==> src/rtl/cfg_pkg.sv <==
// Shared types and CRC-16-CCITT helpers for the configuration chain loader.
package cfg_pkg;

  typedef enum logic [1:0] {
    StIdle,
    StLoad,
    StVerify,
    StDone
  } cfg_state_e;

  localparam logic [15:0] CRC16_POLY = 16'h1021;
  localparam logic [15:0] CRC16_INIT = 16'hFFFF;

  // One bit-serial step, MSB-first, no reflection.
  function automatic logic [15:0] crc16_step(input logic [15:0] crc, input logic bit_in);
    logic fb;
    fb = crc[15] ^ bit_in;
    return {crc[14:0], 1'b0} ^ (fb ? CRC16_POLY : 16'h0000);
  endfunction

endpackage

==> src/rtl/cfg_chain_loader_if.sv <==
// Bitstream stream, tile-chain pins and control/status of the chain loader.
interface cfg_chain_loader_if #(
  parameter int unsigned WORD_W = 8
);
  logic              start;
  logic [WORD_W-1:0] s_data;
  logic              s_valid;
  logic              s_ready;
  logic              cfg_din;
  logic              cfg_shift;
  logic              cfg_en;
  logic              cfg_ret;
  logic              busy;
  logic              done;
  logic              err;

  modport master (
    input  start, s_data, s_valid, cfg_ret,
    output s_ready, cfg_din, cfg_shift, cfg_en, busy, done, err
  );

  modport slave (
    output start, s_data, s_valid, cfg_ret,
    input  s_ready, cfg_din, cfg_shift, cfg_en, busy, done, err
  );
endinterface

==> src/rtl/cfg_crc16_serial.sv <==
// Bit-serial CRC-16-CCITT accumulator with synchronous clear to the init value.
module cfg_crc16_serial
  import cfg_pkg::*;
(
  input  logic        clk,
  input  logic        nrst,
  input  logic        clear_i,
  input  logic        bit_en_i,
  input  logic        bit_in_i,
  output logic [15:0] crc_o
);

  logic [15:0] crc_q, crc_d;

  always_comb begin
    crc_d = crc_q;
    if (clear_i) begin
      crc_d = CRC16_INIT;
    end else if (bit_en_i) begin
      crc_d = crc16_step(crc_q, bit_in_i);
    end
  end

  always_ff @(posedge clk or negedge nrst) begin
    if (!nrst) begin
      crc_q <= CRC16_INIT;
    end else begin
      crc_q <= crc_d;
    end
  end

  assign crc_o = crc_q;

endmodule

==> src/rtl/cfg_chain_loader.sv <==
// Serializes a word stream MSB-first onto the tile config chain, then optionally
// rotates the chain once and compares CRC-16 of returned bits against sent bits.
module cfg_chain_loader
  import cfg_pkg::*;
#(
  parameter int unsigned CHAIN_LEN = 256,
  parameter int unsigned WORD_W    = 8,
  parameter bit          VERIFY_EN = 1'b1
) (
  input logic                clk,
  input logic                nrst,
  cfg_chain_loader_if.master bus_io
);

  localparam int unsigned NumWords = CHAIN_LEN / WORD_W;
  localparam int unsigned CntW     = $clog2(CHAIN_LEN + 1);
  localparam int unsigned WcntW    = $clog2(NumWords + 1);
  localparam int unsigned BcntW    = $clog2(WORD_W + 1);

  if ((CHAIN_LEN == 0) || ((CHAIN_LEN % WORD_W) != 0)) begin : g_len_check
    $error("CHAIN_LEN must be a non-zero multiple of WORD_W");
  end

  cfg_state_e        state_q, state_d;
  logic [WORD_W-1:0] buf_q, buf_d;
  logic [BcntW-1:0]  bcnt_q, bcnt_d;
  logic [WcntW-1:0]  wcnt_q, wcnt_d;
  logic [CntW-1:0]   scnt_q, scnt_d;
  logic              s_ready_q, s_ready_d;
  logic              cfg_din_q, cfg_din_d;
  logic              cfg_shift_q, cfg_shift_d;
  logic              cfg_en_q, cfg_en_d;
  logic              busy_q, busy_d;
  logic              done_q, done_d;
  logic              err_q, err_d;

  logic              crc_clr, tx_en, rx_en;
  logic [15:0]       tx_crc, rx_crc;

  always_comb begin
    state_d = state_q;
    buf_d   = buf_q;
    bcnt_d  = bcnt_q;
    wcnt_d  = wcnt_q;
    scnt_d  = scnt_q;
    err_d   = err_q;
    crc_clr = 1'b0;
    tx_en   = 1'b0;
    rx_en   = 1'b0;

    unique case (state_q)
      StIdle: begin
        if (bus_io.start) begin
          state_d = StLoad;
          buf_d   = '0;
          bcnt_d  = '0;
          wcnt_d  = '0;
          scnt_d  = '0;
          err_d   = 1'b0;
          crc_clr = 1'b1;
        end
      end
      StLoad: begin
        if (bcnt_q != '0) begin
          tx_en  = 1'b1;
          scnt_d = scnt_q + 1'b1;
        end
        // A word may land in the same cycle the last buffered bit leaves.
        if (s_ready_q && bus_io.s_valid) begin
          buf_d  = bus_io.s_data;
          bcnt_d = BcntW'(WORD_W);
          wcnt_d = wcnt_q + 1'b1;
        end else if (bcnt_q != '0) begin
          buf_d  = buf_q << 1;
          bcnt_d = bcnt_q - 1'b1;
        end
        if (scnt_d == CntW'(CHAIN_LEN)) begin
          state_d = VERIFY_EN ? StVerify : StDone;
          scnt_d  = '0;
        end
      end
      StVerify: begin
        rx_en  = 1'b1;
        scnt_d = scnt_q + 1'b1;
        if (scnt_d == CntW'(CHAIN_LEN)) begin
          state_d = StDone;
          err_d   = (crc16_step(rx_crc, bus_io.cfg_ret) != tx_crc);
        end
      end
      StDone: begin
        state_d = StIdle;
      end
      default: begin
        state_d = StIdle;
      end
    endcase

    // Outputs are registered, so they are derived from the next-state values.
    s_ready_d   = (state_d == StLoad) && (bcnt_d <= BcntW'(1)) &&
                  (wcnt_d < WcntW'(NumWords));
    cfg_shift_d = ((state_d == StLoad) && (bcnt_d != '0)) || (state_d == StVerify);
    cfg_din_d   = (state_d == StLoad) && buf_d[WORD_W-1];
    cfg_en_d    = (state_d == StLoad) || (state_d == StVerify);
    busy_d      = cfg_en_d;
    done_d      = (state_d == StDone);
  end

  always_ff @(posedge clk or negedge nrst) begin
    if (!nrst) begin
      state_q     <= StIdle;
      buf_q       <= '0;
      bcnt_q      <= '0;
      wcnt_q      <= '0;
      scnt_q      <= '0;
      s_ready_q   <= 1'b0;
      cfg_din_q   <= 1'b0;
      cfg_shift_q <= 1'b0;
      cfg_en_q    <= 1'b0;
      busy_q      <= 1'b0;
      done_q      <= 1'b0;
      err_q       <= 1'b0;
    end else begin
      state_q     <= state_d;
      buf_q       <= buf_d;
      bcnt_q      <= bcnt_d;
      wcnt_q      <= wcnt_d;
      scnt_q      <= scnt_d;
      s_ready_q   <= s_ready_d;
      cfg_din_q   <= cfg_din_d;
      cfg_shift_q <= cfg_shift_d;
      cfg_en_q    <= cfg_en_d;
      busy_q      <= busy_d;
      done_q      <= done_d;
      err_q       <= err_d;
    end
  end

  cfg_crc16_serial u_tx_crc (
    .clk      (clk),
    .nrst     (nrst),
    .clear_i  (crc_clr),
    .bit_en_i (tx_en),
    .bit_in_i (buf_q[WORD_W-1]),
    .crc_o    (tx_crc)
  );

  cfg_crc16_serial u_rx_crc (
    .clk      (clk),
    .nrst     (nrst),
    .clear_i  (crc_clr),
    .bit_en_i (rx_en),
    .bit_in_i (bus_io.cfg_ret),
    .crc_o    (rx_crc)
  );

  assign bus_io.s_ready   = s_ready_q;
  // Rotation loops the chain tail straight back to its head in the same cycle.
  assign bus_io.cfg_din   = (state_q == StVerify) ? bus_io.cfg_ret : cfg_din_q;
  assign bus_io.cfg_shift = cfg_shift_q;
  assign bus_io.cfg_en    = cfg_en_q;
  assign bus_io.busy      = busy_q;
  assign bus_io.done      = done_q;
  assign bus_io.err       = err_q;

endmodule

==> src/flat_wrapper.sv <==
// flat-port wrapper written by rule: the top's interface ports become plain ports
module cfg_chain_loader_flat import cfg_pkg::*;
#(
  parameter int unsigned CHAIN_LEN = 256,
  parameter int unsigned WORD_W    = 8,
  parameter bit          VERIFY_EN = 1'b1
)
  (clk, nrst, bus_io_start, bus_io_s_data, bus_io_s_valid, bus_io_cfg_ret, bus_io_s_ready, bus_io_cfg_din, bus_io_cfg_shift, bus_io_cfg_en, bus_io_busy, bus_io_done, bus_io_err);
  cfg_chain_loader_if #(.WORD_W(WORD_W)) bus_io_i ();
  input logic clk;
  input logic nrst;
  input wire logic [$bits(bus_io_i.start)-1:0] bus_io_start;
  input wire logic [$bits(bus_io_i.s_data)-1:0] bus_io_s_data;
  input wire logic [$bits(bus_io_i.s_valid)-1:0] bus_io_s_valid;
  input wire logic [$bits(bus_io_i.cfg_ret)-1:0] bus_io_cfg_ret;
  output wire logic [$bits(bus_io_i.s_ready)-1:0] bus_io_s_ready;
  output wire logic [$bits(bus_io_i.cfg_din)-1:0] bus_io_cfg_din;
  output wire logic [$bits(bus_io_i.cfg_shift)-1:0] bus_io_cfg_shift;
  output wire logic [$bits(bus_io_i.cfg_en)-1:0] bus_io_cfg_en;
  output wire logic [$bits(bus_io_i.busy)-1:0] bus_io_busy;
  output wire logic [$bits(bus_io_i.done)-1:0] bus_io_done;
  output wire logic [$bits(bus_io_i.err)-1:0] bus_io_err;
  assign bus_io_i.start = bus_io_start;
  assign bus_io_i.s_data = bus_io_s_data;
  assign bus_io_i.s_valid = bus_io_s_valid;
  assign bus_io_i.cfg_ret = bus_io_cfg_ret;
  assign bus_io_s_ready = bus_io_i.s_ready;
  assign bus_io_cfg_din = bus_io_i.cfg_din;
  assign bus_io_cfg_shift = bus_io_i.cfg_shift;
  assign bus_io_cfg_en = bus_io_i.cfg_en;
  assign bus_io_busy = bus_io_i.busy;
  assign bus_io_done = bus_io_i.done;
  assign bus_io_err = bus_io_i.err;
  cfg_chain_loader #(.CHAIN_LEN(CHAIN_LEN), .WORD_W(WORD_W), .VERIFY_EN(VERIFY_EN)) u_core (.clk(clk), .nrst(nrst), .bus_io(bus_io_i));
endmodule
==> config.mk <==
export PLATFORM = sky130hd
export DESIGN_NAME = cfg_chain_loader_flat
export DESIGN_NICKNAME = d
export VERILOG_FILES = /design/src/rtl/cfg_pkg.sv /design/src/rtl/cfg_chain_loader_if.sv /design/src/rtl/cfg_crc16_serial.sv /design/src/rtl/cfg_chain_loader.sv /design/src/flat_wrapper.sv
export SDC_FILE = /design/constraint.sdc
export NUM_CORES = 1
export LEC_CHECK = 0
export CAP_MARGIN = 10
export CORE_UTILIZATION = 24
export CTS_CLUSTER_SIZE = 25
export DETAILED_ROUTE_END_ITERATION = 12
export DONT_BUFFER_PORTS = 1
export GPL_ROUTABILITY_DRIVEN = 0
export PLACE_DENSITY = 0.37
export SLEW_MARGIN = 10
export SYNTH_ARGS = -nofsm -noshare
export SYNTH_HDL_FRONTEND = slang
export SYNTH_SLANG_ARGS = --single-unit
==> constraint.sdc <==
create_clock -name clk -period 3.65 [get_ports clk]
set_input_delay 0.73 -clock clk [delete_from_list [all_inputs] [get_ports clk]]
set_output_delay 0.73 -clock clk [all_outputs]
set_load 0.1 [all_outputs]
==> results of run 1 <==
## flip-flops by register name (all words and copies together), names as in the netlist, 2 cells and up
signal                 cells
u_core.u_tx_crc.crc_o     16
u_core.bcnt_q              4
u_core.u_rx_crc.crc_o     16
u_core.scnt_q              9
u_core.wcnt_q              6
u_core.state_q             2
u_core.buf_q               8
## critical path, cell delays in order (launching register included)
cell,delay [ps]
dfrtp_1,420
inv_1,110
ha_1,570
a21boi_0,560
a21o_1,460
o2bb2ai_1,220
nor4_1,100
nor3_1,160
mux2_4,180
## layout make-up
type	instances	area share, %
tap	216	6.06
multi-input combinational	332	45.9
sequential	67	38.5
clock inverter	1	0.673
timing repair buffer	10	1.68
clock buffer	15	6.23
inverter	11	0.926
## cells in the final DEF, fill, tap and decap left out, types with 3 or more instances in the layout
cell / netlist / layout
nor2_1: 15 / 15
a31oi_1: 6 / 6
o211ai_1: 3 / 3
nor3_1: 5 / 5
a21boi_0: 4 / 4
nand3_1: 32 / 32
dfstp_2: 32 / 32
and3_1: 6 / 6
xnor2_1: 16 / 16
nand4_1: 5 / 5
clkbuf_8: 0 / 3
or3_1: 4 / 4
ha_1: 7 / 7
o22ai_1: 3 / 3
or2_2: 3 / 3
nand2_1: 90 / 90
a22o_1: 7 / 7
inv_1: 9 / 9
dfrtp_1: 35 / 34
buf_4: 1 / 10
nor4_1: 4 / 4
mux2i_1: 18 / 18
clkbuf_1: 21 / 3
clkbuf_16: 0 / 9
nand3b_1: 3 / 3
and4_1: 3 / 3
xor2_1: 10 / 10
and2_1: 4 / 4
a21oi_1: 25 / 25
o21ai_0: 17 / 17
a21o_1: 3 / 3
## power by group through the flow
stage	clock network, µW	logic, µW	registers, µW
final	908	1200	1340
after global routing	972	1360	1380
after CTS	940	1220	1340
after detailed placement	0	1210	1350
after global placement	0	1200	1350
after floorplan	0	988	1260
## through the flow
step	worst slack (ps)	total power, µW	cell area [µm²]
finish	807	3450	4460
floorplan	1190	2250	3930
CTS	800	3490	4460
detailed placement	825	2550	4150
global placement	907	2550	4150
global route	482	3720	4460
## cell families (layout without fill, tap and decap cells)
group | Yosys count | in the layout
DFF | 67 | 67
and+or+nand+nor | 185 | 185
adders and majority gates | 7 | 7
muxes | 20 | 20
buffers and inverters | 39 | 37
xor gates and xnor gates | 26 | 26
AOI/OAI and AO/OA | 94 | 94
## per-layer routing
metal | GRT usage, % | share of wire [%]
met5 | 0 | 0
met4 | 4.45 | 1.3
met3 | 3.85 | 5.0
met2 | 21.5 | 47
met1 | 18.0 | 46
## worst paths after layout
kind / cells after the start / end
setup / recovery: 8 / u_core.bus_io.cfg_shift
hold / removal: 0 / u_core.scnt_q[3]
setup reg to reg: 8 / u_core.bus_io.cfg_shift
hold reg to reg: 2 / u_core.buf_q[0]
max in group asynchronous: 0 / u_core.u_tx_crc.crc_o[11]
min in group clk: 2 / u_core.buf_q[0]
==> run summary, run 1 <==
Drt drc - 0
Multi-input combinational cell area - 2050 µm²
XOR/XNOR share of the synthesized area - 5.80%
Leak pwr - 0.00181 µW
Simple-gate share of the synthesized area - 22.4%
Post-Route WL - 10,700 µm
VDD IR max - 0.000300 V
Sinks on Clock Net - 67
Layout Nets - 451
Final setup viols - 0
Net Count, Synth - 458
Least-Margin Pin Slew - 1030 ps
Setup bufs post-CTS - 0
Sw Pwr - 1320 µW
Pin count of the biggest net entering global routing - 68
CP Class - flop to flop
Most area-consuming cells after synthesis - dfrtp_1 22%, dfstp_2 21%, nand2_1 8.6%
Overflow after GRT - 0
Number of global-route vias before repair - 3,103
Via density per instance - 4.91
Critical path arrival - 3120 ps
TritonCTS buffer count - 9
Worst R2R Start - u_core.state_q[1]
Fmax - 0.352 GHz
Endpoints failing hold - 0
Top-area cell type share of the netlist area - 22.3%
Total die area - 16,900 µm²
Asr flop ratio synth - 100%
Area leader, netlist - dfrtp_1
Total number of vias - 3,199
Clock Path Buffers - 2
Register area share after synthesis - 43.7%
Drt first pass iters - 4
Most used DFF post-synth - dfrtp_1
Syn Inst Count - 438
Number of flops mapped to enable cells by yosys - 0
Status - completed
Share of cells above drive strength 1 - 15.4%
GRT Overall Usage - 13.7%
Synth Area in Adders - 2.23%
Post-route minimum period - 2840 ps
Synth Cell Area - 3930 µm²
Htree depth - 3
Critical Path Source Type - flop
Most common cell in the netlist - nand2_1
Worst-path clk slew - 60 ps
Area growth syn-to-layout - 13.6%
Crit. End Element - flop
Setup_tns - 0 ps
MaxCap Viol Count - 0
Switching part of the total - 38.2%
I/O pin cnt - 20
Syn_area_per_cell - 8.97 µm²
Die height - 130 µm
Slew margin rel. - 30.9%
Slew Limit Fails - 0
Antenna viol nets, final - 0
Post-cts sizing count - 0
Fin cells - 652
Logic pwr share - 34.8%
Sequential share of power - 38.8%
Core Util, Final - 28.0%
Worst Hold Class - input pin to asynchronous set/reset pin
Fillers - 1,749
Yosys warns - 0
Required @ worst endpoint - 3930 ps
Starting Density - 24.6%
Crit share post-route - 77.9%
Antenna cells - 0
First-pass GRT wire length - 17,400 µm
Initial DRC count - 174
Core area - 15,900 µm²
# rows - 46
Drt wl/cell - 16.4 µm
PwrDens - 773 nW/µm²
Clk pwr share - 26.3%
Crit path max fanout - 16
CTS root buf - clkbuf_16
Port buffer count - 0
Final Skew - 6.98 ps
Die width - 130 µm
DP HPWL - 7200 µm
Register Area - 1720 µm²
TritonCTS clock tree - done
Post-synth top cells - 90 x nand2_1, 35 x dfrtp_1, 32 x dfstp_2, 32 x nand3_1, 25 x a21oi_1
Mux cell area share after synthesis - 5.26%
Cts hold-fix bufs - 0
Critical path startpoint - u_core.state_q[1]
Seq cells post-synth - 67
Worst-Skew Late Latency - 340 ps
P_int - 2130 µW
R2R Setup Slk - 810 ps
Initial antenna violation count - 0
Synth unique cells - 64
Cells after DPL - 636
Compound-gate portion of the synthesized area - 16.5%
Unrepaired setup endpoints after global routing - false
Largest family of logic cells by synthesized area - simple AND/OR/NAND/NOR gates
Hold Slack - 89.4 ps
No activity file was read; power rests on OpenSTA's default activity.
==> inputs of run 2 (changes only) <==
--- a/config.mk
+++ b/config.mk
@@ -11,7 +11,7 @@
 export DETAILED_ROUTE_END_ITERATION = 12
 export DONT_BUFFER_PORTS = 1
 export GPL_ROUTABILITY_DRIVEN = 0
-export PLACE_DENSITY = 0.37
+export PLACE_DENSITY = 0.38
 export SLEW_MARGIN = 10
 export SYNTH_ARGS = -nofsm -noshare
 export SYNTH_HDL_FRONTEND = slang
==> constraint.sdc (replaced) <==
create_clock -name clk -period 2.4 [get_ports clk]
set_input_delay 0.48 -clock clk [delete_from_list [all_inputs] [get_ports clk]]
set_output_delay 0.48 -clock clk [all_outputs]
set_load 0.1 [all_outputs]
==> run summary, run 2 (same netlist as run 1, synthesis figures left out) <==
Sequential share of power - 34.0% (-4.8 points)
Clk pwr share - 25.2% (-1.1 points)
Switching part of the total - 37.6% (-0.57 points)
Required @ worst endpoint - 2620 ps (-1310 ps)
Drt first pass iters - 4 (unchanged)
Met1 GRT Util - 18.5% (+0.51 points)
Layout Nets - 493 (+9.3%)
Starting Density - 24.6% (unchanged)
Busiest metal layer after global routing - met2
Number of global-route vias before repair - 3,273 (+5.5%)
Die height - 130 µm (unchanged)
Crit path max fanout - 6 (-10)
Core area - 15,900 µm² (unchanged)
Grt met3 use - 3.73% (-0.12 points)
Worst-path clk slew - 60 ps (about the same)
Unrepaired setup endpoints after global routing - true
P_int - 3550 µW (+66%)
Failing checks - setup timing
Port buffer count - 0 (unchanged)
Finished Cell Area - 4860 µm² (+9.1%)
Sinks on Clock Net - 67 (unchanged)
Via density per instance - 4.79 (-2.5%)
Critical path arrival - 2620 ps (-500 ps)
Total power draw - 5690 µW (+65%)
Pin count of the biggest net entering global routing - 68 (unchanged)
I/O pin cnt - 20 (unchanged)
Commonest non-fill, non-tap cell in the layout - nand2_1
# rows - 46 (unchanged)
Worst Hold Class - input pin to asynchronous set/reset pin
GRT Overall Usage - 13.8% (+0.12 points)
Initial antenna violation count - 0 (unchanged)
DP HPWL - 7380 µm (+2.5%)
VDD IR max - 0.000725 V (+140%)
Sw Pwr - 2140 µW (+62%)
First-pass GRT wire length - 17,600 µm (+0.99%)
Post-Place Cell Area - 4460 µm² (+7.4%)
Met2 global-route usage - 21.6% (+0.063 points)
Endpoints failing hold - 0 (unchanged)
Crit share post-route - 100% (+22 points)
Die width - 130 µm (unchanged)
PwrDens - 1170 nW/µm² (+51%)
Least-Margin Pin Slew - 962 ps (-71.2 ps)
Htree depth - 3 (unchanged)
Status - finished with violations
TritonCTS clock tree - done
Crit. End Element - flop
Total die area - 16,900 µm² (unchanged)
TritonCTS buffer count - 9 (unchanged)
Setup_tns - -0.413 ps (-0.413 ps)
Leak pwr - 0.00204 µW (+13%)
Final setup viols - 1 (+1)
MaxCap Viol Count - 0 (unchanged)
Slew margin rel. - 35.7% (+4.9 points)
Antenna cells - 0 (unchanged)
Fmax - 0.417 GHz (+18%)
Drt drc - 0 (unchanged)
Worst setup margin - -0.413 ps (-807 ps)
Antenna viol nets, final - 0 (unchanged)
Initial DRC count - 154 (-11%)
Total number of vias - 3,321 (+3.8%)
Critical Path Source Type - flop
Worst-Skew Late Latency - 340 ps (about the same)
Drt wl/cell - 15.4 µm (-5.7%)
CP Class - flop to flop
Logic pwr share - 40.8% (+6.0 points)
Area growth syn-to-layout - 23.9%
Overflow after GRT - 0 (unchanged)
Share of cells above drive strength 1 - 25.3% (+9.9 points)
CTS root buf - clkbuf_16
Post-Route WL - 10,700 µm (+0.36%)
Clock Path Buffers - 2 (unchanged)
Post-route minimum period - 2400 ps (-443 ps)
Most frequent cells in the layout - 90 x nand2_1, 50 x buf_4, 34 x dfrtp_1, 32 x nand3_1, 32 x dfstp_2
Slew Limit Fails - 0 (unchanged)
Final Skew - 6.74 ps (-0.238 ps)
==> run 2: cell types whose count changed in the layout (fill, tap and decap cells not counted), moves of 2 or more <==
cell      previous run  this run
ha_2                 0         2
nor2_1              15        13
buf_4               10        50
clkbuf_1             3         1
a31oi_1              6         4
ha_1                 7         5
nor2_2               0         2
a31oi_2              0         2
==> run 2: layer usage <==
layer  wire, µm  part of all wire (%)
met1       5260                    49
met3        480                   4.5
met4        121                   1.1
met5          0                     0
met2       4840                    45
==> run 2: area by class of cell <==
type | instances | area, µm²
tap | 216 | 270
multi-input combinational | 332 | 2090
timing repair buffer | 52 | 423
clock buffer | 13 | 282
inverter | 11 | 41.3
fill | 1701 | 11100
clock inverter | 3 | 41.3
sequential | 67 | 1720
==> run 2: through the flow <==
| step | worst slack [ps] | hold slack [ps] | instances | util (%) |
|---|---|---|---|---|
| after global placement | -38.1 | 187 | 675 | 28.0 |
| after detailed placement | -140 | 188 | 675 | 28.0 |
| after floorplan | 19.4 | 184 | 438 | - |
| after global routing | -83.3 | 44.7 | 694 | 30.5 |
| final | -0.413 | 0.317 | 694 | 30.5 |
| after CTS | -2.74 | 36.6 | 692 | 30.3 |
==> run 2: path summary, 6_finish.rpt <==
kind | startpoint | endpoint | slack, ps | depth (start not counted)
max | u_core.bcnt_q[0] | u_core.bus_io.cfg_shift | -0.4 | 9
min | nrst | u_core.bcnt_q[3] | 0.3 | 1
max reg2reg | u_core.bcnt_q[0] | u_core.bus_io.cfg_shift | -0.4 | 9
min reg2reg | u_core.buf_q[0] | u_core.buf_q[0] | 500 | 2
max in group asynchronous | nrst | u_core.u_rx_crc.crc_o[1] | 2010 | 1
min in group clk | bus_io_s_data[0] | u_core.buf_q[0] | 310 | 2
==> run 2: critical path, stage by stage, from the launching register on <==
cell,delay (ps)
dfrtp_1,380
inv_2,60
ha_2,170
or3b_4,430
and4_1,210
or2_1,230
o311a_1,290
and3_4,180
inv_2,60
mux2_4,290
==> run 2: repair_timing <==
action	in CTS	in global routing
setup endpoints to repair	5	7
hold buffers	1	0
endpoints found under the hold margin	67	0
buffers inserted	0	2
pin swaps	0	0
resized for setup	5	7
==> run 2: power groups by stage <==
stage / Sequential, µW / Combinational [µW] / Clock (µW)
global route: 2000 / 2590 / 1530
floorplan: 1920 / 1500 / 0
finish: 1940 / 2320 / 1430
detailed placement: 1940 / 2220 / 0
CTS: 1930 / 2290 / 1480
global placement: 1950 / 2210 / 0
==> inputs of run 3 (changes only) <==
--- a/config.mk
+++ b/config.mk
@@ -12,6 +12,7 @@
 export DONT_BUFFER_PORTS = 1
 export GPL_ROUTABILITY_DRIVEN = 0
 export PLACE_DENSITY = 0.38
+export SETUP_SLACK_MARGIN = 0.15
 export SLEW_MARGIN = 10
 export SYNTH_ARGS = -nofsm -noshare
 export SYNTH_HDL_FRONTEND = slang
==> run summary, run 3 (same netlist as run 1, synthesis figures left out) <==
Post-route minimum period - 2380 ps (-23.1 ps)
Via density per instance - 4.74 (-0.85%)
Slew Limit Fails - 0 (unchanged)
Hold Slack - -12.0 ps (-12.3 ps)
Drt wl/cell - 15.6 µm (+1.0%)
Reg2Reg Capture Point - u_core.bus_io.cfg_shift
Slew margin rel. - 58.1% (+22 points)
Area growth syn-to-layout - 23.1%
VDD IR max - 0.000573 V (-21%)
DP HPWL - 7360 µm (-0.25%)
Failing checks - hold timing
Overflow after GRT - 0 (unchanged)
Worst setup margin - 22.7 ps (+23.1 ps)
Antenna cells - 0 (unchanged)
Sinks on Clock Net - 67 (unchanged)
Share of cells above drive strength 1 - 25.8% (+0.49 points)
TritonCTS buffer count - 9 (unchanged)
Leak pwr - 0.00198 µW (-2.8%)
Htree depth - 3 (unchanged)
Total die area - 16,900 µm² (unchanged)
Layout Nets - 484 (-1.8%)
MaxCap Viol Count - 0 (unchanged)
Total number of vias - 3,250 (-2.1%)
Initial DRC count - 134 (-13%)
Worst-path clk slew - 70 ps (about the same)
GRT Overall Usage - 13.8% (about the same)
Crit share post-route - 99.1% (-0.96 points)
Post-Route WL - 10,700 µm (-0.27%)
Drt drc - 0 (unchanged)
Initial antenna violation count - 0 (unchanged)
First-pass GRT wire length - 17,500 µm (-0.28%)
# rows - 46 (unchanged)
Commonest non-fill, non-tap cell in the layout - nand2_1
Crit. End Element - flop
Port buffer count - 0 (unchanged)
R2r worst-path depth - 9 (unchanged)
Die width - 130 µm (unchanged)
Core area - 15,900 µm² (unchanged)
PwrDens - 1160 nW/µm² (-0.37%)
Drt first pass iters - 4 (unchanged)
Final setup viols - 0 (-1)
Placement Setup Slack - -29.8 ps (+110 ps)
Status - finished with violations
Endpoints failing hold - 4 (+4)
Fmax - 0.421 GHz (+0.97%)
CTS root buf - clkbuf_16
R2R Setup Slk - 20 ps (+20 ps)
Antenna viol nets, final - 0 (unchanged)
Critical path arrival - 2600 ps (-20 ps)
Clock Path Buffers - 2 (unchanged)
Worst-Skew Late Latency - 340 ps (about the same)
Cells after DPL - 666 (-1.3%)
Most frequent cells in the layout - 90 x nand2_1, 41 x buf_4, 33 x dfrtp_1, 32 x nand3_1, 32 x dfstp_2
Least-Margin Pin Slew - 623 ps (-339 ps)
Worst R2R Start - u_core.bcnt_q[1]
Unrepaired setup endpoints after global routing - true
Starting Density - 24.6% (unchanged)
Pin count of the biggest net entering global routing - 68 (unchanged)
I/O pin cnt - 20 (unchanged)
Die height - 130 µm (unchanged)
Fin cells - 685 (-1.3%)
Critical Path Source Type - flop
Number of global-route vias before repair - 3,274 (+0.031%)
Required @ worst endpoint - 2620 ps (about the same)
Final Skew - 9.84 ps (+3.11 ps)
CP Class - flop to flop
TritonCTS clock tree - done
Worst Hold Class - input pin to asynchronous set/reset pin
Crit path max fanout - 6 (unchanged)
## run 3: power by group
part	switching (µW)	total, µW	internal, µW	leakage, µW
clock network	546	1360	812	0.000147
logic	1300	2340	1040	0.00107
registers	354	1940	1590	0.000764
## run 3: metrics by stage
| step | total power [µW] | utilization [%] | cell area, µm² | TNS [ps] |
|---|---|---|---|---|
| global placement | 4140 | 27.7 | 4420 | 0 |
| floorplan | 3460 | - | 3960 | 0 |
| finish | 5630 | 30.3 | 4840 | 0 |
| detailed placement | 4150 | 27.7 | 4420 | -29.8 |
| CTS | 5650 | 30.1 | 4790 | 0 |
| global route | 6050 | 30.3 | 4840 | -66.7 |
## run 3: how the worst max path moves through the flow
stage / to / slack (ps) / startpoint / depth (start not counted)
final: u_core.bus_io.cfg_shift / 20 / u_core.bcnt_q[1] / 9
after detailed placement: u_core.bus_io.cfg_shift / -30 / u_core.bcnt_q[1] / 10
after global placement: u_core.bus_io.cfg_shift / 40 / u_core.bcnt_q[1] / 10
after global routing: u_core.bus_io.cfg_shift / -60 / u_core.bcnt_q[0] / 9
after CTS: u_core.bus_io.cfg_shift / 30 / u_core.bcnt_q[1] / 9
after floorplan: u_core.bus_io.cfg_shift / 150 / u_core.bcnt_q[1] / 10
## run 3: area by class of cell
type | count | area (µm²)
Timing Repair Buffer | 43 | 355
Tap cell | 216 | 270
Clock inverter | 7 | 75.1
Multi-Input combinational cell | 332 | 2150
Inverter | 11 | 43.8
Fill cell | 1689 | 11100
Clock buffer | 9 | 225
Sequential cell | 67 | 1720
## run 3: per-layer routing
metal | track usage [%] | up-vias | part of all wire [%]
li1 | - | 1608 | -
met1 | 17.9 | 1570 | 48
met2 | 22.2 | 57 | 46
met3 | 3.69 | 15 | 4.2
met4 | 4.72 | 0 | 1.7
met5 | 0 | - | 0
## run 3: critical path: stages (launching register included)
cell and delay (ps):
dfrtp_1 400, inv_2 70, ha_4 130, or3b_4 420, and4_1 180, or2_1 220
o311a_1 290, and3_4 190, inv_4 70, mux2_4 290
## run 3: what timing repair did
action / CTS / global route
hold buffers: 1 / 0
pin swaps: 2 / 0
setup endpoints to repair: 5 / 14
buffers inserted: 2 / 0
gates resized for setup: 5 / 9
endpoints found under the hold margin: 67 / 0
